===== src/rtl/prl_rx_pkg.sv =====
// Shared codes, state encoding and length helpers for the PRL RX parser.
package prl_rx_pkg;

    // Message-type codes reported to the message interface
    localparam logic [1:0] MT_CONTROL  = 2'b00;
    localparam logic [1:0] MT_DATA     = 2'b01;
    localparam logic [1:0] MT_EXTENDED = 2'b10;

    // Header-type codes that carry a decoded first data object
    localparam logic [4:0] HT_REQUEST = 5'b00010;
    localparam logic [4:0] HT_BIST    = 5'b00011;

    // BIST data-object mode selecting test data
    localparam logic [3:0] BIST_TEST_DATA = 4'b1000;

    // Largest legal byte count (2 header bytes + 7 data objects); counter stops one above
    localparam logic [4:0] MAX_BYTES = 5'd30;
    localparam logic [4:0] CNT_SAT   = MAX_BYTES + 5'd1;

    typedef enum logic [1:0] {
        ST_IDLE = 2'd0,
        ST_HDR  = 2'd1,
        ST_DO   = 2'd2,
        ST_SKIP = 2'd3
    } state_t;

    // Expected byte count for a non-extended message with num_do data objects
    function automatic logic [4:0] exp_len(input logic [2:0] num_do);
        return 5'd2 + {num_do, 2'b00};
    endfunction

    function automatic logic [1:0] msg_type(input logic ext, input logic [2:0] num_do);
        if (ext)
            return MT_EXTENDED;
        else if (num_do != 3'd0)
            return MT_DATA;
        else
            return MT_CONTROL;
    endfunction

endpackage


===== src/rtl/prl_rx_parser_if.sv =====
// PHY-to-PRL receive byte stream: SOP/EOP framing, byte strobe and CRC verdict.
interface prl_rx_parser_if;
    logic       phy2prl_rx_sop_det;
    logic [2:0] phy2prl_rx_sop_type;
    logic       phy2prl_rx_data_vld;
    logic [7:0] phy2prl_rx_data;
    logic       phy2prl_rx_eop;
    logic       phy2prl_rx_crc_ok;

    modport master (
        output phy2prl_rx_sop_det, phy2prl_rx_sop_type, phy2prl_rx_data_vld,
               phy2prl_rx_data, phy2prl_rx_eop, phy2prl_rx_crc_ok
    );

    modport slave (
        input  phy2prl_rx_sop_det, phy2prl_rx_sop_type, phy2prl_rx_data_vld,
               phy2prl_rx_data, phy2prl_rx_eop, phy2prl_rx_crc_ok
    );
endinterface


===== src/rtl/prl_rx_do_asm.sv =====
// Byte counter plus little-endian assembly of the first data object (bytes 2..5).
// The *_nxt outputs already include the byte of the current cycle, so a byte that
// arrives together with eop is accounted for before the eop verdict.
module prl_rx_do_asm
    import prl_rx_pkg::*;
(
    input  logic        clk,
    input  logic        rst_n,
    input  logic        clr,
    input  logic        byte_vld,
    input  logic [7:0]  byte_data,
    input  logic        chk_en,
    input  logic [4:0]  limit,
    output logic [4:0]  cnt,
    output logic [4:0]  cnt_nxt,
    output logic        ovf_nxt,
    output logic [31:0] word_nxt
);

    logic        ovf;
    logic [31:0] word;

    // Post-byte view of counter, overflow flag and assembled word
    always_comb begin
        cnt_nxt  = cnt;
        ovf_nxt  = ovf;
        word_nxt = word;
        if (byte_vld) begin
            if (cnt != CNT_SAT)
                cnt_nxt = cnt + 5'd1;
            // new count (cnt+1) exceeds the limit exactly when cnt >= limit
            if (chk_en && (cnt >= limit))
                ovf_nxt = 1'b1;
            case (cnt)
                5'd2:    word_nxt[7:0]   = byte_data;
                5'd3:    word_nxt[15:8]  = byte_data;
                5'd4:    word_nxt[23:16] = byte_data;
                5'd5:    word_nxt[31:24] = byte_data;
                default: ;
            endcase
        end
    end

    // Working registers; a new SOP restarts counting from zero
    always_ff @(posedge clk or negedge rst_n) begin
        if (!rst_n) begin
            cnt  <= '0;
            ovf  <= 1'b0;
            word <= '0;
        end else if (clr) begin
            cnt  <= '0;
            ovf  <= 1'b0;
            word <= '0;
        end else begin
            cnt  <= cnt_nxt;
            ovf  <= ovf_nxt;
            word <= word_nxt;
        end
    end

endmodule


===== src/rtl/prl_rx_parser.sv =====
// USB-PD RX message parser: framing FSM, header capture, end-of-packet verdict
// and decode of the first data object into held output fields.
module prl_rx_parser
    import prl_rx_pkg::*;
#(
    parameter logic [2:0] APDO_POS = 3'd5
) (
    input  logic                clk,
    input  logic                rst_n,
    prl_rx_parser_if.slave      phy,
    output logic                prl_rx_parser_done,
    output logic                prl_rx_parser_err,
    output logic [1:0]          prl_rx_parser_message_type,
    output logic [2:0]          prl_rx_parser_sop_type,
    output logic [4:0]          prl_rx_parser_header_type,
    output logic [2:0]          prl_rx_parser_message_id,
    output logic [2:0]          prl_rx_parser_num_do,
    output logic                prl_rx_parser_data_bist_mode,
    output logic                prl_rx_parser_data_request_pdo_type,
    output logic [10:0]         prl_rx_parser_data_request_op_cur,
    output logic [9:0]          prl_rx_parser_data_request_max_op_cur,
    output logic                prl_rx_parser_data_request_mismatch_flag
);

    state_t      state, state_nxt;
    logic [2:0]  sop_w;
    logic [15:0] hdr, hdr_nxt;
    logic [4:0]  cnt, cnt_nxt, limit;
    logic        ovf_nxt, chk_en, active;
    logic [31:0] word_nxt;
    logic        ext, data_msg, pps, eop_ok, done_nxt, err_nxt;
    logic [2:0]  num_do;
    logic        unused_bits;

    assign unused_bits = ^{hdr_nxt[8:5], word_nxt[27], word_nxt[25:20]};

    // Length check runs once the header is complete (HDR with num_do==0) or while in DO
    assign chk_en = ((state == ST_HDR) && (cnt >= 5'd2)) || (state == ST_DO);
    assign limit  = exp_len(hdr[14:12]);

    prl_rx_do_asm u_do_asm (
        .clk       (clk),
        .rst_n     (rst_n),
        .clr       (phy.phy2prl_rx_sop_det),
        .byte_vld  (phy.phy2prl_rx_data_vld),
        .byte_data (phy.phy2prl_rx_data),
        .chk_en    (chk_en),
        .limit     (limit),
        .cnt       (cnt),
        .cnt_nxt   (cnt_nxt),
        .ovf_nxt   (ovf_nxt),
        .word_nxt  (word_nxt)
    );

    // Header capture, eop verdict and next-state selection
    always_comb begin
        active  = (state != ST_IDLE);
        hdr_nxt = hdr;
        if ((state == ST_HDR) && phy.phy2prl_rx_data_vld) begin
            if (cnt == 5'd0)
                hdr_nxt[7:0] = phy.phy2prl_rx_data;
            else if (cnt == 5'd1)
                hdr_nxt[15:8] = phy.phy2prl_rx_data;
        end

        ext      = hdr_nxt[15];
        num_do   = hdr_nxt[14:12];
        data_msg = !ext && (num_do != 3'd0);
        pps      = (word_nxt[30:28] >= APDO_POS);

        eop_ok = phy.phy2prl_rx_crc_ok && !ovf_nxt && (cnt_nxt >= 5'd2) &&
                 (ext || (cnt_nxt == exp_len(num_do)));
        done_nxt = active && phy.phy2prl_rx_eop && eop_ok;
        // eop decides the old message; a lone sop in mid-message is an abort
        err_nxt  = active && ((phy.phy2prl_rx_eop && !eop_ok) ||
                              (phy.phy2prl_rx_sop_det && !phy.phy2prl_rx_eop));

        state_nxt = state;
        if (phy.phy2prl_rx_sop_det)
            state_nxt = ST_HDR;
        else if (active && phy.phy2prl_rx_eop)
            state_nxt = ST_IDLE;
        else if ((state == ST_HDR) && phy.phy2prl_rx_data_vld && (cnt == 5'd1)) begin
            if (ext)
                state_nxt = ST_SKIP;
            else if (num_do != 3'd0)
                state_nxt = ST_DO;
        end
    end

    // FSM state, latched SOP type and working header
    always_ff @(posedge clk or negedge rst_n) begin
        if (!rst_n) begin
            state <= ST_IDLE;
            sop_w <= '0;
            hdr   <= '0;
        end else begin
            state <= state_nxt;
            if (phy.phy2prl_rx_sop_det) begin
                sop_w <= phy.phy2prl_rx_sop_type;
                hdr   <= '0;
            end else begin
                hdr   <= hdr_nxt;
            end
        end
    end

    // Strobes one cycle after the verdict; fields load only on done and otherwise hold
    always_ff @(posedge clk or negedge rst_n) begin
        if (!rst_n) begin
            prl_rx_parser_done                       <= 1'b0;
            prl_rx_parser_err                        <= 1'b0;
            prl_rx_parser_message_type               <= '0;
            prl_rx_parser_sop_type                   <= '0;
            prl_rx_parser_header_type                <= '0;
            prl_rx_parser_message_id                 <= '0;
            prl_rx_parser_num_do                     <= '0;
            prl_rx_parser_data_bist_mode             <= 1'b0;
            prl_rx_parser_data_request_pdo_type      <= 1'b0;
            prl_rx_parser_data_request_op_cur        <= '0;
            prl_rx_parser_data_request_max_op_cur    <= '0;
            prl_rx_parser_data_request_mismatch_flag <= 1'b0;
        end else begin
            prl_rx_parser_done <= done_nxt;
            prl_rx_parser_err  <= err_nxt;
            if (done_nxt) begin
                prl_rx_parser_message_type <= msg_type(ext, num_do);
                prl_rx_parser_sop_type     <= sop_w;
                prl_rx_parser_header_type  <= hdr_nxt[4:0];
                prl_rx_parser_message_id   <= hdr_nxt[11:9];
                prl_rx_parser_num_do       <= num_do;
                if (data_msg && (hdr_nxt[4:0] == HT_REQUEST)) begin
                    prl_rx_parser_data_request_pdo_type      <= pps;
                    prl_rx_parser_data_request_op_cur        <= pps ? word_nxt[19:9]
                                                                    : {1'b0, word_nxt[19:10]};
                    prl_rx_parser_data_request_max_op_cur    <= pps ? {3'b000, word_nxt[6:0]}
                                                                    : word_nxt[9:0];
                    prl_rx_parser_data_request_mismatch_flag <= word_nxt[26];
                end
                if (data_msg && (hdr_nxt[4:0] == HT_BIST))
                    prl_rx_parser_data_bist_mode <= (word_nxt[31:28] == BIST_TEST_DATA);
            end
        end
    end

endmodule


===== src/flat_wrapper.sv =====
// flat-port wrapper written by rule: the top's interface ports become plain ports
module prl_rx_parser_flat import prl_rx_pkg::*;
#(
    parameter logic [2:0] APDO_POS = 3'd5
)
  (clk, rst_n, prl_rx_parser_done, prl_rx_parser_err, prl_rx_parser_message_type, prl_rx_parser_sop_type, prl_rx_parser_header_type, prl_rx_parser_message_id, prl_rx_parser_num_do, prl_rx_parser_data_bist_mode, prl_rx_parser_data_request_pdo_type, prl_rx_parser_data_request_op_cur, prl_rx_parser_data_request_max_op_cur, prl_rx_parser_data_request_mismatch_flag, phy_phy2prl_rx_sop_det, phy_phy2prl_rx_sop_type, phy_phy2prl_rx_data_vld, phy_phy2prl_rx_data, phy_phy2prl_rx_eop, phy_phy2prl_rx_crc_ok);
  prl_rx_parser_if phy_i ();
  input  logic clk;
  input  logic rst_n;
  output logic prl_rx_parser_done;
  output logic prl_rx_parser_err;
  output logic [1:0] prl_rx_parser_message_type;
  output logic [2:0] prl_rx_parser_sop_type;
  output logic [4:0] prl_rx_parser_header_type;
  output logic [2:0] prl_rx_parser_message_id;
  output logic [2:0] prl_rx_parser_num_do;
  output logic prl_rx_parser_data_bist_mode;
  output logic prl_rx_parser_data_request_pdo_type;
  output logic [10:0] prl_rx_parser_data_request_op_cur;
  output logic [9:0] prl_rx_parser_data_request_max_op_cur;
  output logic prl_rx_parser_data_request_mismatch_flag;
  input wire logic [$bits(phy_i.phy2prl_rx_sop_det)-1:0] phy_phy2prl_rx_sop_det;
  input wire logic [$bits(phy_i.phy2prl_rx_sop_type)-1:0] phy_phy2prl_rx_sop_type;
  input wire logic [$bits(phy_i.phy2prl_rx_data_vld)-1:0] phy_phy2prl_rx_data_vld;
  input wire logic [$bits(phy_i.phy2prl_rx_data)-1:0] phy_phy2prl_rx_data;
  input wire logic [$bits(phy_i.phy2prl_rx_eop)-1:0] phy_phy2prl_rx_eop;
  input wire logic [$bits(phy_i.phy2prl_rx_crc_ok)-1:0] phy_phy2prl_rx_crc_ok;
  assign phy_i.phy2prl_rx_sop_det = phy_phy2prl_rx_sop_det;
  assign phy_i.phy2prl_rx_sop_type = phy_phy2prl_rx_sop_type;
  assign phy_i.phy2prl_rx_data_vld = phy_phy2prl_rx_data_vld;
  assign phy_i.phy2prl_rx_data = phy_phy2prl_rx_data;
  assign phy_i.phy2prl_rx_eop = phy_phy2prl_rx_eop;
  assign phy_i.phy2prl_rx_crc_ok = phy_phy2prl_rx_crc_ok;
  prl_rx_parser #(.APDO_POS(APDO_POS)) u_core (.clk(clk), .rst_n(rst_n), .phy(phy_i), .prl_rx_parser_done(prl_rx_parser_done), .prl_rx_parser_err(prl_rx_parser_err), .prl_rx_parser_message_type(prl_rx_parser_message_type), .prl_rx_parser_sop_type(prl_rx_parser_sop_type), .prl_rx_parser_header_type(prl_rx_parser_header_type), .prl_rx_parser_message_id(prl_rx_parser_message_id), .prl_rx_parser_num_do(prl_rx_parser_num_do), .prl_rx_parser_data_bist_mode(prl_rx_parser_data_bist_mode), .prl_rx_parser_data_request_pdo_type(prl_rx_parser_data_request_pdo_type), .prl_rx_parser_data_request_op_cur(prl_rx_parser_data_request_op_cur), .prl_rx_parser_data_request_max_op_cur(prl_rx_parser_data_request_max_op_cur), .prl_rx_parser_data_request_mismatch_flag(prl_rx_parser_data_request_mismatch_flag));
endmodule

===== config.mk =====
export PLATFORM = sky130hd
export DESIGN_NAME = prl_rx_parser_flat
export DESIGN_NICKNAME = d
export VERILOG_FILES = /design/src/rtl/prl_rx_pkg.sv /design/src/rtl/prl_rx_parser_if.sv /design/src/rtl/prl_rx_do_asm.sv /design/src/rtl/prl_rx_parser.sv /design/src/flat_wrapper.sv
export SDC_FILE = /design/constraint.sdc
export NUM_CORES = 1
export LEC_CHECK = 0
export ABC_AREA = 1
export BUFFER_PORTS_ARGS = -buffer_cell sky130_fd_sc_hd__buf_2
export CAP_MARGIN = 25
export CORE_AREA = 8 8 123 125
export DETAILED_ROUTE_END_ITERATION = 6
export DIE_AREA = 0 0 131 133
export PLACE_DENSITY = 0.5
export SYNTH_ARGS = -nofsm -noshare
export SYNTH_HDL_FRONTEND = slang
export SYNTH_SLANG_ARGS = --single-unit

===== constraint.sdc =====
create_clock -name clk -period 2.4 [get_ports clk]
set_input_delay 0.36 -clock clk [delete_from_list [all_inputs] [get_ports clk]]
set_output_delay 0.36 -clock clk [all_outputs]
set_load 0.03 [all_outputs]

== Yosys cells after proc, flatten, opt, wreduce, memory -nomap -nowiden ==
Index checks and enable logic that the tools add are counted.

* Add/sub/neg operators: 3
* $lt $le $gt $ge: 4
* Eq/ne operators: 12
* Multiplexer cells: 26
* Reductions and logical operators: 30

{| class="wikitable"
|+ Operators with widths
! operator !! count
|-
| 32-bit 2-to-1 mux || 2
|-
| 8-bit 2-to-1 mux || 7
|-
| 16-bit 2-to-1 mux || 2
|-
| 5-bit by 2-bit == test with 1-bit output (second input constant) || 4
|-
| 1-bit logical AND || 15
|-
| 5-bit 2-to-1 mux || 3
|-
| 2-bit 2-to-1 mux || 6
|-
| 11-bit 2-to-1 mux || 1
|-
| 2-bit by 5-bit adder with 5-bit output (first input constant) || 2
|-
| 5-bit by 3-bit == test with 1-bit output (second input constant) || 2
|-
| 5-bit by 2-bit >= comparator with 1-bit output (second input constant) || 2
|-
| 10-bit 2-to-1 mux || 1
|-
| 2-bit AND reduction || 3
|-
| 3-bit nonzero test || 2
|-
| 5-bit by 1-bit adder with 5-bit output (second input constant) || 1
|-
| 5-bit by 1-bit == test with 1-bit output (second input constant) || 1
|-
| 5-bit == test || 1
|-
| 5-bit >= comparator || 1
|-
| 5-bit logical NOT || 1
|-
| 5-bit inequality test (second input constant) || 1
|-
| 4-bit == test (second input constant) || 1
|-
| 1-bit logical NOT || 4
|-
| 1-bit 2-to-1 mux || 4
|-
| 4-bit nonzero test || 1
|-
| 5 further kinds || 7
|}

* Register bits after elaboration: 90
* Output and inout port bits: 42
* Word-level logic and storage cells: 93

== Longest topological paths before layout ==
* Word-level depth: 14
* Mapped depth: 16
* Gate-level depth less buffers: 15

== Modules after synthesis ==
A second synthesis with hierarchy kept.

* Cells, all modules: 648
* Area, all modules: 5192.5 um^2

{| class="wikitable"
|+ Modules (own cells, without submodules)
! module !! instances !! cells each !! area each (um^2)
|-
| prl_rx_parser || 1 || 382 || 3030.4
|-
| prl_rx_do_asm || 1 || 266 || 2162.1
|}

== Least setup slack after synthesis ==
Ideal clock, no wire load.

* Kind: register to register
* From: register u_core.u_do_asm.cnt[0]
* To: register u_core.prl_rx_parser_data_request_max_op_cur[4]
* Data arrival time: 2.056 ns
* Required time: 2.281 ns
* Path slack: 0.225 ns
* Cell stages (with the launch flop): 14
* Buffers on the path: 1
* Cell sequence: dfrtp_1 inv_1 ha_1 nand2_1 nand3_4 inv_2 or2_1 o21ai_4 nand2_4 nor2_4 nand4_4 buf_6 nand2_1 nand2_1

* Longest elaborated chain between the ends: 12

{| class="wikitable"
|+ Ends and longest elaborated chain
! item !! line !! source
|-
| from (decl) || prl_rx_do_asm.sv:14 || <nowiki>output logic [4:0] cnt,</nowiki>
|-
| from (signal assigned) || prl_rx_do_asm.sv:55 || <nowiki>cnt <= cnt_nxt;</nowiki>
|-
| parallel branches: the longest is 12 deep, another holds 2-bit by 5-bit adder with 5-bit output || - ||
|-
| to (signal assigned) || prl_rx_parser.sv:136 || <nowiki>prl_rx_parser_data_request_max_op_cur <= pps ? {3'b000, word_nxt[6:0]}</nowiki>
|-
| to (decl) || prl_rx_parser.sv:21 || <nowiki>output logic [9:0] prl_rx_parser_data_request_max_op_cur,</nowiki>
|}

Parallel ways; which one is timed is not known. The select of a mux whose other input is x is not followed.
A chain may end at the register's enable or synchronous reset.

== Worst setup path in the final report ==
* From: register u_core.u_do_asm.cnt[0]
* To: register u_core.prl_rx_parser_sop_type[0]

* Longest elaborated chain between the ends: 11

{| class="wikitable"
|+ Ends and longest elaborated chain
! item !! line !! source
|-
| parallel branches: the longest is 9 deep, another holds 2-bit by 5-bit adder with 5-bit output || - ||
|-
| 1-bit logical AND * || prl_rx_parser.sv:71 || <nowiki>eop_ok = phy.phy2prl_rx_crc_ok && !ovf_nxt && (cnt_nxt >= 5'd2) &&</nowiki>
|-
| 1-bit logical AND * || prl_rx_parser.sv:73 || <nowiki>done_nxt = active && phy.phy2prl_rx_eop && eop_ok;</nowiki>
|-
| to (signal assigned) || prl_rx_parser.sv:128 || <nowiki>prl_rx_parser_sop_type <= sop_w;</nowiki>
|-
| to (decl) || prl_rx_parser.sv:14 || <nowiki>output logic [2:0] prl_rx_parser_sop_type,</nowiki>
|}

Every way passes the cells marked *. The select of a mux whose other input is x is not followed.

==> run summary <==
=================================================================================
Routed length per instance                                                14.9 um
Number of endpoints with negative hold slack in the final report                0
Count of port buffers added during placement                                   58
Detailed Route Iter0 Violations                                               266
Initial cell density of the core                                            34.4%
Post-route ant nets                                                             0
Vias per inst                                                                4.71
Required arrival time at the worst endpoint                               2.68 ns
Synth-to-layout area growth                                                 26.9%
Clock root cell                                                         clkbuf_16
Post-Synthesis Net Count                                                      597
Number of distinct library cells after synthesis                               32
Psw                                                                       1090 uW
Unrepaired setup endpoints after global routing                              true
Clock power frac                                                            40.7%
Placer congestion estimate                                                  0.809
Proportion of layout cells with a drive suffix above 1                      23.4%
Critical path startpoint category                                        register
Die X-Extent                                                               131 um
Class of the most critical setup path                                register to register
Remaining design rule violation count                                           0
Global-route wire length before repair                                   19600 um
Via count of the first global-routing pass                                   3886
Core region area                                                      13100 sq um
Internal power                                                            2710 uW
Antenna violations before repair                                                0
Post-layout net count                                                         680
Vias                                                                         3944
Flip-flop and latch count after synthesis                                      90
Diode count                                                                     0
Largest net degree at the start of global routing                              49
Rel. slew slack                                                             50.3%
Routed Wire Length                                                       12500 um
Share of the yosys chip area belonging to registers                         50.0%
Portion of synthesized cell area occupied by the leading cell type          50.0%
1st-pass router iterations                                                      4
Gr usage total                                                              14.2%
Endpoint type of the worst setup path                                    register
Post-detailed-placement half-perimeter wirelength                         8550 um
I/O pin count                                                                  59
Maximum fanout encountered on the critical timing path                         10
Clock tree from TritonCTS                                                   built
Total instance count after detailed placement                                 804
Non-Filler Instances                                                          837
Outcome                                                              complete, no violations
Skew-Pair Late Insertion Delay                                            0.34 ns
Netlist area before placement                                          4500 sq um
Fin crit period                                                           2.30 ns
Number of max-slew violations in the final report                               0
Row cnt                                                                        42
Arrival time of the worst setup path                                      2.58 ns
Actual slew at the worst max-slew pin                                    0.745 ns
Number of clock sinks seen by CTS                                              90
Classification of the worst-slack hold path                          input port to asynchronous set/reset pin
Total overflow reported by the global router                                    0
Total die area                                                        17400 sq um
Switching part of the total power                                           28.8%
Leakage power of the design                                            0.00327 uW
Count of maximum capacitance violations                                         0
Number of synthesis warnings                                                    0
Number of buffers between clock root and the deepest sink                       2
Highest clock frequency the design can meet                               435 MHz
Mapped Cells                                                                  573
Worst vdd ir                                                             0.366 mV
# H-tree levels                                                                 3
Post-route fraction of the period consumed by the critical path             95.7%
Power share of the sequential group                                         42.7%
Height of the chip                                                         133 um
Pwr per Cell Area                                                     665 nW/um^2
Core occupancy in the finished layout                                       43.7%
Dominant cells by area after synthesis                               dfrtp_1 50%, nand2_1 14%, inv_1 5.9%
Clk slew on worst S/H paths                                               0.07 ns
Number of buffers created by CTS                                                9
Final Setup Violations                                                          0
Power consumption                                                         3800 uW
Clock tree skew after final layout                                     0.00650 ns
Average cell area after synthesis                                      7.86 sq um
Final-layout worst hold slack                                          0.00627 ns
Combinational share of power                                                16.6%
Area leader, netlist                                                      dfrtp_1
=================================================================================
==> cells by family (layout without fill, tap and decap cells) <==
| kind of cell | Yosys count | in the layout | share of synthesized area [%] |
|---|---|---|---|
| adders and majority gates | 7 | 7 | 1.94 |
| buffers and inverters | 99 | 181 | 8.97 |
| DFF | 90 | 90 | 50.0 |
| AOI/OAI and AO/OA | 72 | 72 | 8.58 |
| and+or+nand+nor | 304 | 310 | 30.3 |
| xor gates and xnor gates | 1 | 1 | 0.194 |
==> area by class of cell <==
| cell class | count | area [sq um] |
|---|---|---|
| fillers | 1321 | 7370 |
| well taps | 176 | 220 |
| inverters | 77 | 297 |
| clock inverters | 5 | 87.6 |
| multi-input cells | 390 | 2050 |
| repair buffers | 88 | 579 |
| flip-flops and latches | 90 | 2250 |
| clock buffers | 11 | 233 |
==> repair_timing <==
action | 4_1_cts | 5_1_grt
hold buffers | 0 | 0
setup buffers | 0 | 11
endpoints found under the setup margin | 0 | 41
resized for setup | 0 | 41
==> cells in the mapped netlist <==
library cell and n:
or2_1 1, inv_1 71, nand4_1 32, xor2_1 1
buf_1 1, nand4_4 1, clkbuf_1 12, nor2_1 70
nand3_4 1, buf_2 5, nor3_1 2, o21ai_4 1
nand3_1 16, or3_1 1, o21a_1 3, o21bai_1 1
a31oi_1 1, o21ai_1 4, inv_2 6, a21oi_2 1
nor2_8 2, nand2_1 167, dfrtp_1 90, nor2_4 2
a21oi_1 9, nor2_2 2, nand2_2 4, nand2_4 3
o21ai_0 52, buf_4 1, buf_6 3, ha_1 7
==> power groups by stage <==
stage / clock network [uW] / logic [uW] / registers [uW]
2_1_floorplan: 0 / 249 / 1750
3_3_place_gp: 0 / 543 / 1650
5_1_grt: 1640 / 696 / 1630
4_1_cts: 1590 / 549 / 1620
3_5_place_dp: 0 / 548 / 1650
6_report: 1550 / 631 / 1620
==> critical path, cell delays in order (launching register included) <==
cell and delay, ns:
dfrtp_1 0.38, buf_6 0.13, ha_2 0.18, inv_2 0.04, nor2_4 0.11, buf_4 0.15
nand4_1 0.19, nand3_1 0.15, nand2_1 0.06, nor2_1 0.11, nand2_2 0.12, nand2_8 0.16
nand2_8 0.11, nor2_4 0.20, nand2_1 0.08, nand2_1 0.07
==> registers in the layout, indices dropped and copies added (netlist names) <==
| register | cells |
|---|---|
| u_core.prl_rx_parser_sop_type | 3 |
| u_core.prl_rx_parser_message_type | 2 |
| u_core.state | 2 |
| u_core.u_do_asm.cnt | 5 |
| u_core.prl_rx_parser_data_request_max_op_cur | 10 |
| u_core.prl_rx_parser_err | 1 |
| u_core.prl_rx_parser_num_do | 3 |
| u_core.prl_rx_parser_data_request_op_cur | 11 |
| u_core.prl_rx_parser_data_request_pdo_type | 1 |
| u_core.prl_rx_parser_message_id | 3 |
| u_core.prl_rx_parser_data_bist_mode | 1 |
| u_core.hdr | 12 |
| u_core.prl_rx_parser_done | 1 |
| u_core.sop_w | 3 |
| u_core.prl_rx_parser_header_type | 5 |
| u_core.u_do_asm.ovf | 1 |
| u_core.u_do_asm.word | 25 |
| u_core.prl_rx_parser_data_request_mismatch_flag | 1 |
==> layer usage <==
layer  wire, um  GRT usage, %  vias to the layer above
met4        156          4.66                        0
met1       5700          17.8                     1868
met3        625          2.93                       14
met5          0             0                        -
met2       5970          23.5                       72
li1           -             -                     1990
==> cells in the final DEF (no fill, tap or decap), drive strengths merged, types with 2 or more instances in the layout <==
master	synthesis	final
a21oi	10	10
buf	10	88
bufinv	0	2
clkbuf	12	11
clkinv	0	2
dfrtp	90	90
ha	7	7
inv	77	77
nand2	174	175
nand3	17	17
nand4	33	36
nor2	76	78
nor3	2	2
o21a	3	3
o21ai	57	57
==> stage by stage <==
step | setup WS (ns) | TNS [ns] | area [sq um]
global route | -0.0956 | -1.70 | 5720
CTS | 0.00634 | 0 | 5390
floorplan | 0.225 | 0 | 4500
finish | 0.102 | 0 | 5720
detailed placement | 0.0237 | 0 | 5070
global placement | 0.0116 | 0 | 5070
==> path summary, 6_finish.rpt <==
path                       cells after the start                                                          end  slack [ns]                                                    start
setup reg to reg                              15                 u_core.prl_rx_parser_sop_type[0]$_DFFE_PN0P_        0.10                         u_core.u_do_asm.cnt[0]$_DFF_PN0_
min in group clk                               3                                  u_core.sop_w[0]$_DFFE_PN0P_        0.23                               phy_phy2prl_rx_sop_type[0]
hold / removal                                 1                                  u_core.sop_w[2]$_DFFE_PN0P_       0.006                                                    rst_n
max in group asynchronous                      2  u_core.prl_rx_parser_data_request_mismatch_flag$_DFFE_PN0P_        1.73                                                    rst_n
setup / recovery                              15                 u_core.prl_rx_parser_sop_type[0]$_DFFE_PN0P_        0.10                         u_core.u_do_asm.cnt[0]$_DFF_PN0_
hold reg to reg                                2      u_core.prl_rx_parser_data_request_op_cur[8]$_DFFE_PN0P_        0.48  u_core.prl_rx_parser_data_request_op_cur[8]$_DFFE_PN0P_
(Power assumes the default switching activity.)
